$ cat src/rtl/ps2_term_pkg.sv
// Shared types and constants for the PS/2 text terminal write path.
package ps2_term_pkg;
  typedef enum logic [2:0] {INIT_CLR, IDLE, DECODE, WRITE, ROW_CLR} state_t;

  localparam logic [7:0] SC_BREAK  = 8'hF0;
  localparam logic [7:0] SC_EXT    = 8'hE0;
  localparam logic [7:0] SC_LSHIFT = 8'h12;
  localparam logic [7:0] SC_RSHIFT = 8'h59;
  localparam logic [7:0] SC_ENTER  = 8'h5A;
  localparam logic [7:0] SC_BKSP   = 8'h66;
  localparam logic [7:0] BLANK     = 8'h20;
endpackage

$ cat src/rtl/ps2_scan2ascii.sv
// Set-2 make code to ASCII; each entry holds {unshifted, shifted}, 0 = unmapped.
module ps2_scan2ascii (
  input  logic [7:0] scan,
  input  logic       shift,
  output logic [7:0] ascii
);
  logic [15:0] pair;

  always_comb begin
    pair = 16'h0;
    case (scan)
      8'h1C: pair = "aA";  8'h32: pair = "bB";  8'h21: pair = "cC";  8'h23: pair = "dD";
      8'h24: pair = "eE";  8'h2B: pair = "fF";  8'h34: pair = "gG";  8'h33: pair = "hH";
      8'h43: pair = "iI";  8'h3B: pair = "jJ";  8'h42: pair = "kK";  8'h4B: pair = "lL";
      8'h3A: pair = "mM";  8'h31: pair = "nN";  8'h44: pair = "oO";  8'h4D: pair = "pP";
      8'h15: pair = "qQ";  8'h2D: pair = "rR";  8'h1B: pair = "sS";  8'h2C: pair = "tT";
      8'h3C: pair = "uU";  8'h2A: pair = "vV";  8'h1D: pair = "wW";  8'h22: pair = "xX";
      8'h35: pair = "yY";  8'h1A: pair = "zZ";
      8'h16: pair = "1!";  8'h1E: pair = "2@";  8'h26: pair = "3#";  8'h25: pair = "4$";
      8'h2E: pair = "5%";  8'h36: pair = "6^";  8'h3D: pair = "7&";  8'h3E: pair = "8*";
      8'h46: pair = "9(";  8'h45: pair = "0)";
      8'h29: pair = "  ";  8'h4E: pair = "-_";  8'h55: pair = "=+";  8'h41: pair = ",<";
      8'h49: pair = ".>";  8'h4A: pair = "/?";  8'h4C: pair = ";:";  8'h0E: pair = "`~";
      8'h54: pair = "[{";  8'h5B: pair = "]}";
      8'h52: pair = {8'h27, 8'h22};
      8'h5D: pair = {8'h5C, 8'h7C};
      default: pair = 16'h0;
    endcase
    ascii = shift ? pair[7:0] : pair[15:8];
  end
endmodule

$ cat src/rtl/ps2_text_term_ctrl.sv
// Pops PS/2 scancodes, tracks shift/break, and writes characters and clears
// into the text-mode character RAM addressed {row[4:0], col[6:0]}.
module ps2_text_term_ctrl #(
  parameter int         COLS  = 70,
  parameter int         ROWS  = 30,
  parameter logic [7:0] BLANK = ps2_term_pkg::BLANK
) (
  input  logic        clk,
  input  logic        resetn,
  input  logic [7:0]  ps2_data,
  input  logic        ps2_ready,
  output logic        ps2_nextdata_n,
  output logic        wr_en,
  output logic [11:0] wr_addr,
  output logic [7:0]  wr_data,
  output logic [4:0]  cur_row,
  output logic [6:0]  cur_col,
  output logic        busy,
  output logic        shift_active,
  output logic [7:0]  key_count
);
  import ps2_term_pkg::*;

  localparam logic [6:0] COL_MAX = 7'(COLS - 1);
  localparam logic [4:0] ROW_MAX = 5'(ROWS - 1);

  state_t      state, state_d;
  logic [7:0]  scan_reg, scan_d;
  logic        brk, brk_d;
  logic [4:0]  clr_row, clr_row_d;
  logic [6:0]  clr_col, clr_col_d;
  logic        clr_done, clr_done_d;
  logic        nd_n_d, wr_en_d, busy_d, shift_d, adv;
  logic [11:0] wr_addr_d;
  logic [7:0]  wr_data_d, kc_d, ascii;
  logic [4:0]  row_d, row_nxt;
  logic [6:0]  col_d;
  logic        is_shift;

  ps2_scan2ascii u_map (.scan(scan_reg), .shift(shift_active), .ascii(ascii));

  assign row_nxt  = (cur_row == ROW_MAX) ? 5'd0 : cur_row + 5'd1;
  assign is_shift = (scan_reg == SC_LSHIFT) || (scan_reg == SC_RSHIFT);

  always_comb begin
    state_d = state;  scan_d = scan_reg;  brk_d = brk;
    clr_row_d = clr_row;  clr_col_d = clr_col;  clr_done_d = clr_done;
    nd_n_d = 1'b1;  wr_en_d = 1'b0;  wr_addr_d = wr_addr;  wr_data_d = wr_data;
    row_d = cur_row;  col_d = cur_col;  busy_d = busy;  shift_d = shift_active;
    kc_d = key_count;  adv = 1'b0;
    unique case (state)
      INIT_CLR:
        if (clr_done) begin
          busy_d = 1'b0;  clr_done_d = 1'b0;  state_d = IDLE;
        end else begin
          wr_en_d = 1'b1;  wr_addr_d = {clr_row, clr_col};  wr_data_d = BLANK;
          if (clr_col == COL_MAX) begin
            clr_col_d = 7'd0;
            if (clr_row == ROW_MAX) begin
              clr_row_d = 5'd0;  clr_done_d = 1'b1;
            end else clr_row_d = clr_row + 5'd1;
          end else clr_col_d = clr_col + 7'd1;
        end
      IDLE:
        if (ps2_ready && !busy) begin
          nd_n_d = 1'b0;  scan_d = ps2_data;  state_d = DECODE;
        end
      DECODE: begin
        state_d = IDLE;
        if (scan_reg == SC_BREAK) brk_d = 1'b1;
        else if (brk) begin
          brk_d = 1'b0;
          if (is_shift) shift_d = 1'b0;
        end
        else if (scan_reg == SC_EXT) begin
          // prefix only; the following make code decodes like a plain one
        end
        else if (is_shift) shift_d = 1'b1;
        else if (scan_reg == SC_ENTER) adv = 1'b1;
        else if (scan_reg == SC_BKSP) begin
          if (cur_col != 7'd0) col_d = cur_col - 7'd1;
          else if (cur_row != 5'd0) begin
            row_d = cur_row - 5'd1;  col_d = COL_MAX;
          end
          if (cur_col != 7'd0 || cur_row != 5'd0) begin
            wr_en_d = 1'b1;  wr_addr_d = {row_d, col_d};  wr_data_d = BLANK;
          end
        end
        else if (ascii != 8'd0) state_d = WRITE;
      end
      WRITE: begin
        wr_en_d = 1'b1;  wr_addr_d = {cur_row, cur_col};  wr_data_d = ascii;
        kc_d = key_count + 8'd1;
        if (cur_col < COL_MAX) begin
          col_d = cur_col + 7'd1;  state_d = IDLE;
        end else adv = 1'b1;
      end
      ROW_CLR:
        if (clr_done) begin
          busy_d = 1'b0;  clr_done_d = 1'b0;  state_d = IDLE;
        end else begin
          wr_en_d = 1'b1;  wr_addr_d = {cur_row, clr_col};  wr_data_d = BLANK;
          if (clr_col == COL_MAX) begin
            clr_col_d = 7'd0;  clr_done_d = 1'b1;
          end else clr_col_d = clr_col + 7'd1;
        end
      default: state_d = INIT_CLR;
    endcase
    // line advance: cursor moves first, then the new row is swept blank
    if (adv) begin
      row_d = row_nxt;  col_d = 7'd0;  busy_d = 1'b1;  clr_col_d = 7'd0;  state_d = ROW_CLR;
    end
  end

  always_ff @(posedge clk or negedge resetn) begin
    if (!resetn) begin
      state <= INIT_CLR;  scan_reg <= 8'd0;  brk <= 1'b0;
      clr_row <= 5'd0;  clr_col <= 7'd0;  clr_done <= 1'b0;
      ps2_nextdata_n <= 1'b1;  wr_en <= 1'b0;  wr_addr <= 12'd0;  wr_data <= BLANK;
      cur_row <= 5'd0;  cur_col <= 7'd0;  busy <= 1'b1;  shift_active <= 1'b0;
      key_count <= 8'd0;
    end else begin
      state <= state_d;  scan_reg <= scan_d;  brk <= brk_d;
      clr_row <= clr_row_d;  clr_col <= clr_col_d;  clr_done <= clr_done_d;
      ps2_nextdata_n <= nd_n_d;  wr_en <= wr_en_d;  wr_addr <= wr_addr_d;  wr_data <= wr_data_d;
      cur_row <= row_d;  cur_col <= col_d;  busy <= busy_d;  shift_active <= shift_d;
      key_count <= kc_d;
    end
  end
endmodule

$ cat config.mk
export PLATFORM = sky130hd
export DESIGN_NAME = ps2_text_term_ctrl
export DESIGN_NICKNAME = d
export VERILOG_FILES = /design/src/rtl/ps2_term_pkg.sv /design/src/rtl/ps2_scan2ascii.sv /design/src/rtl/ps2_text_term_ctrl.sv
export SDC_FILE = /design/constraint.sdc
export NUM_CORES = 1
export LEC_CHECK = 0
export ABC_AREA = 0
export BUFFER_PORTS_ARGS = -buffer_cell sky130_fd_sc_hd__buf_2
export CAP_MARGIN = 10
export CORE_MARGIN = 3
export CORE_UTILIZATION = 40
export DETAILED_ROUTE_END_ITERATION = 7
export REMOVE_ABC_BUFFERS = 1
export SYNTH_ARGS = -nofsm -noshare
export SYNTH_HDL_FRONTEND = slang
export SYNTH_SLANG_ARGS = --single-unit
$ cat constraint.sdc
create_clock -name clk -period 3.7 [get_ports clk]
set_clock_uncertainty 0.1 [all_clocks]
set_input_delay 0.555 -clock clk [delete_from_list [all_inputs] [get_ports clk]]
set_output_delay 0.555 -clock clk [all_outputs]
set_load 0.005 [all_outputs]
Word level (Yosys, flattened, before mapping)
Memories as Yosys holds them, arrays and structs flattened.
Index checks and enable logic that the tools add are counted.
{"block": "word_totals", "n_memories": 1, "romBits": 1792, "ff_bits": 69, "output_inout_bits": 44}
{"memory": "(name not given)", "words": 128, "word_bits": 14, "read_ports": 1, "rd_clocked_by_memory_dff": 0, "wr": 0, "line": "ps2_scan2ascii.sv:11", "text": "case (scan)"}
{"block": "op_classes", "n_addsub": 7, "eq_ne": 39, "n_reduce_logical": 27, "order_cmp": 1, "n_mux": 92, "bitwise_logic": 2}
{"op": "$mux 12", "count": 9}
{"op": "$mux 7", "count": 14}
{"op": "$mux 8", "count": 9}
{"op": "$mux 5", "count": 12}
{"op": "$pmux 12 s4", "count": 1}
{"op": "$ne 2x2->1 const B", "count": 15}
{"op": "$mux 1", "count": 29}
{"op": "$eq 8x7->1 const B", "count": 3}
{"op": "$ne 3x3->1 const B", "count": 8}
{"op": "$pmux 8 s3", "count": 1}
{"op": "$eq 8x8->1 const B", "count": 2}
{"op": "$mux 16", "count": 1}
{"op": "$add 7x1->7 const B", "count": 2}
{"op": "$mux 2", "count": 7}
{"op": "$pmux 7 s2", "count": 1}
{"op": "$mux 3", "count": 4}
{"op": "$pmux 3 s4", "count": 1}
{"op": "$add 5x1->5 const B", "count": 2}
{"op": "$eq 5x5->1 const B", "count": 2}
{"op": "$reduce_and 10->1", "count": 1}
{"op": "$reduce_bool 2->1", "count": 5}
{"op": "$reduce_and 9->1", "count": 1}
{"op": "$add 8x1->8 const B", "count": 1}
{"op": "$eq 8x5->1 const B", "count": 1}
{"op": "other kinds (27)", "count": 36}

Logic depth before layout (Yosys ltp)
An unclocked memory read counts as a cell.
{"block": "logic_depth", "depth_word": 13, "depth_mapped": 14}

By module
A second synthesis with hierarchy kept.
{"block": "hier_totals", "cells_unflattened": 669, "area_unflattened_um2": 5467.7}
{"module": "ps2_text_term_ctrl", "area_per_inst_um2": 3962.6, "seq_area_each_um2": 1730.4, "n_inst": 1, "cells_per_inst": 428}
{"module": "ps2_scan2ascii", "area_per_inst_um2": 1505.2, "seq_area_each_um2": 0.0, "n_inst": 1, "cells_per_inst": 241}

Worst setup path after synthesis
OpenSTA, ideal clock, no wires.
{"block": "synth_path", "kind": "register -> register", "startpoint": "reg scan_reg[1]", "endpoint": "reg state[1]", "setup_time_ns": 0.133, "stages_incl_launch_ff": 12, "arrival_ns": 2.673, "required_ns": 3.467, "path_buffers": 2, "path_slack_ns": 0.793, "path_cell_list": "dfrtp_1 -> clkbuf_1 -> inv_1 -> ha_1 -> clkbuf_1 -> and2_1 -> o21ai_0 -> a32oi_1 -> a311o_1 -> nor4_1 -> nor3b_1 -> a31oi_1"}
{"block": "synth_between", "elab_chain_len": 13, "elab_cells_between_ends": 30, "classes_between": "eq/ne: 9; mux: 17; reduce/logical: 3; memory: 1"}
{"item": "from (decl)", "line": "ps2_text_term_ctrl.sv:28", "text": "logic [7:0] scan_reg, scan_d;"}
{"item": "from (signal assigned)", "line": "ps2_text_term_ctrl.sv:123", "text": "state <= state_d; scan_reg <= scan_d; brk <= brk_d;"}
{"item": "$mem_v2 128x14"}
{"item": "$mux 16", "line": "ps2_scan2ascii.sv:11"}
{"item": "$mux 8", "line": "ps2_scan2ascii.sv:29", "text": "ascii = shift ? pair[7:0] : pair[15:8];"}
{"item": "$reduce_bool 8->1", "line": "ps2_text_term_ctrl.sv:89", "text": "else if (ascii != 8'd0) state_d = WRITE;"}
{"item": "$mux 2", "line": "ps2_text_term_ctrl.sv:89"}
{"item": "$mux 2", "line": "ps2_text_term_ctrl.sv:80", "text": "else if (scan_reg == SC_BKSP) begin"}
{"item": "$mux 2", "line": "ps2_text_term_ctrl.sv:79", "text": "else if (scan_reg == SC_ENTER) adv = 1'b1;"}
{"item": "$mux 2", "line": "ps2_text_term_ctrl.sv:78", "text": "else if (is_shift) shift_d = 1'b1;"}
{"item": "$mux 2", "line": "ps2_text_term_ctrl.sv:75", "text": "else if (scan_reg == SC_EXT) begin"}
{"item": "$mux 2", "line": "ps2_text_term_ctrl.sv:71", "text": "else if (brk) begin"}
{"item": "$mux 2", "line": "ps2_text_term_ctrl.sv:70", "text": "if (scan_reg == SC_BREAK) brk_d = 1'b1;"}
{"item": "$pmux 3 s4", "line": "ps2_text_term_ctrl.sv:51", "text": "unique case (state)"}
{"item": "$mux 3", "line": "ps2_text_term_ctrl.sv:110", "text": "if (adv) begin"}
{"item": "to (signal assigned)", "line": "ps2_text_term_ctrl.sv:123"}
{"item": "to (decl)", "line": "ps2_text_term_ctrl.sv:27", "text": "state_t state, state_d;"}
Several ways; a longest one is shown, not always the timed one.
A chain may end at the register's enable or synchronous reset.

Final worst setup path
Same ends and word-level chain as after synthesis.

==> metrics <==
setup TNS 0 ps; die width 121 um; Cell Chain, Critical Path inv_1, ha_1, nor2b_1, o21ai_0, a32oi_1, a311o_1, nor4_1, nor3b_1, a31oi_1; Tmin final around 3200 ps; Data arrival, critical path approximately 3300 ps; post-route ant nets 0; max FFs per register 12; antenna violations before repair 0; I/O Buffers 53; area grow syn2layout 13.9%; fin nets 717; largest cells by area after synthesis dfrtp_1 31%, nand2_1 5.1%, o21ai_0 5.1%, ha_1 4.0%, nor2_1 3.7%; I/O pin total 55; CTS hold repair buffers 0; Routed met1 length 7.43 mm; drt first pass iters 5; Hold Vio Cnt, Final 0; vias in the first global route ~4900; crit end category flip-flop; Worst Path Max Fanout 9; initial cell density of the core 41.6%; final WL approximately 16 mm; top sig layer met4; CTS Buf Count 9; highest clock rate approximately 0.31 GHz; Worst Tran Pin Value between 900 and 1000 ps; post-synthesis register bit count 68; Yosys warnings 0; RSZ-0062 raised after global routing false; final setup vio count 0; post-CTS setup buffers 0; slack of the critical path about 460 ps; post-detailed-route DRC marker count 0; Yosys cell types 74; status finished clean; CP Launch Type flip-flop; die height roughly 120 um; area leader, netlist dfrtp_1; first-pass GRT wire length 26.2 mm; Mapped Cells 649; clk sinks just under 70; post-synthesis area per instance 8.18 um2; FFs w/ async S/R, synth 100%; clk buf depth 2; routed vias/inst 6.17; CP bufs+invs 1; DP HPWL 12.0 mm; CTS root buffer clkbuf_16; Final Power 4360 uW; largest net degree at the start of global routing 39; slowest CP cell nor4_1; # Max-Cap Violations 0; Post-synth EDFFs 0; path type of the worst min-delay path input port to asynchronous set/reset pin; Site Rows 41; 1st-iter DRT viols around 800; Synth Flop Type dfrtp_1; WL/cell 18.7 um; die footprint 0.0147 mm2; Slew Viols, Final 0; Reg clk slew, reported paths 60 ps; gp weighted congestion around 1.0; Place WS about 470 ps; clk_lat worst skew ~330 ps; CTS tree yes; crit-path leading delay family simple AND/OR/NAND/NOR gates; Max VDD drop approximately 0.5 mV; gr usage total 22.2%; DR WL met3 about 1.4 mm; H-tree levels 3; area of the mapped netlist 0.00531 mm2; Tcrit/Tclk final 87.7%; post_cts resized 0; Slew HR 35.9%; WP data required 3800 ps; Pwr Density 722 mW/mm2; Non-Filler Instances 866; gr ovfl total 0; CP Class flip-flop to flip-flop; Synth top area share 30.6%; proportion of layout cells with a drive suffix above 1 18.0%; Seq/Total Area, Yosys 32.1%; met2 wire length approximately 7 mm; Crit path largest cell delay 510 ps; core area between 0.01 and 0.015 mm2; ant diodes 0; placed insts 850; vias 5342; Leak ~0.0026 uW
## per-layer routing
| metal | GRT usage, % | vias to the layer above |
|---|---|---|
| met5 | 0 | - |
| met4 | 6.51 | 0 |
| met3 | 4.94 | 38 |
| met2 | 32.1 | 301 |
| met1 | 33.1 | 2539 |
| li1 | - | 2464 |
## power by group
part	switching, uW	internal [uW]
clock network	317	538
logic	1450	918
registers	256	886
total	2020	2340
## cell usage after synthesis (7+ instances only)
cell,n
a211o_1,10
a211oi_1,14
a21oi_1,29
a31oi_1,11
and2_1,7
buf_2,11
clkbuf_1,29
dfrtp_1,65
ha_1,17
inv_1,20
mux2_2,11
mux2i_1,11
nand2_1,72
nand2b_1,13
nand3_1,20
nand4_1,8
nor2_1,52
nor2b_1,15
nor3_1,17
nor4_1,11
o211ai_1,9
o21ai_0,54
o22ai_1,7
o31ai_1,9
xnor2_1,13
xor2_1,7
## worst register-to-register path, stage by stage (launching register included)
cell     delay (ps)
dfrtp_1         460
inv_1           180
ha_1            380
nor2b_1         280
o21ai_0         330
a32oi_1         170
a311o_1         360
nor4_1          510
nor3b_1         240
a31oi_1         100
## worst paths after layout
path / cells after the start / to / startpoint / slack (ps)
max: 9 / state[1]$_DFFE_PN0P_ / scan_reg[1]$_DFFE_PN0P_ / 460
min: 1 / key_count[3]$_DFFE_PN0P_ / resetn / 230
max reg2reg: 9 / state[1]$_DFFE_PN0P_ / scan_reg[1]$_DFFE_PN0P_ / 460
min reg2reg: 2 / busy$_DFFE_PN1P_ / busy$_DFFE_PN1P_ / 370
max in group asynchronous: 2 / busy$_DFFE_PN1P_ / resetn / 2400
min in group clk: 2 / scan_reg[5]$_DFFE_PN0P_ / ps2_data[5] / 350
## area by class of cell
| cell class | instances | area (um2) |
|---|---|---|
| inverters | 22 | 82.6 |
| clock inverters | 6 | 63.8 |
| well taps | 172 | 215 |
| multi-input cells | 509 | 3280 |
| repair buffers | 79 | 460 |
| clock buffers | 10 | 239 |
| flip-flops and latches | 68 | 1710 |
| fillers | 1264 | 6730 |
## layout by cell type (no fill, tap or decap), types with 6 or more instances in the layout
master     netlist  final
nand3_1         20     20
inv_1           20     20
a22o_1           6      6
a31oi_1         11     11
a211oi_1        14     14
a21oi_1         29     29
nand2_1         72     72
dfrtp_1         65     65
nand4_1          8      8
mux2_2          11     11
o21ai_0         54     54
mux2i_1         11     11
nor3_1          17     17
xor2_1           7      7
nor2b_1         15     15
o22ai_1          7      7
buf_2           11     53
nor4_1          11     11
a221oi_1         6      6
nor2_1          52     52
nand2b_1        13     13
a211o_1         10     10
o211ai_1         9      9
and2_1           7      7
o31ai_1          9      9
ha_1            17     17
clkbuf_16        0      9
xnor2_1         13     13
buf_4            4     26
## per-stage QoR
| step | util (%) | area [um2] | hold WS [ps] |
|---|---|---|---|
| after global placement | 45.0 | 5750 | 358 |
| after detailed placement | 45.0 | 5750 | 367 |
| after CTS | 47.4 | 6050 | 253 |
| after global routing | 47.4 | 6050 | 289 |
| final | 47.4 | 6050 | 231 |
| after floorplan | - | 5070 | 159 |
## cell families (layout without fill, tap and decap cells)
kind of cell / count (synthesis) / after routing / share of synthesized area, %
simple gates: 250 / 250 / 24.0
mux: 23 / 23 / 4.83
buf+inv: 72 / 117 / 6.06
flops: 68 / 68 / 32.1
fa+ha+maj: 17 / 17 / 4.01
xor+xnor: 20 / 20 / 3.30
compound gates: 198 / 198 / 25.6
other cells: 1 / 1 / 0.0706
No activity file was read; power rests on OpenSTA's default activity.
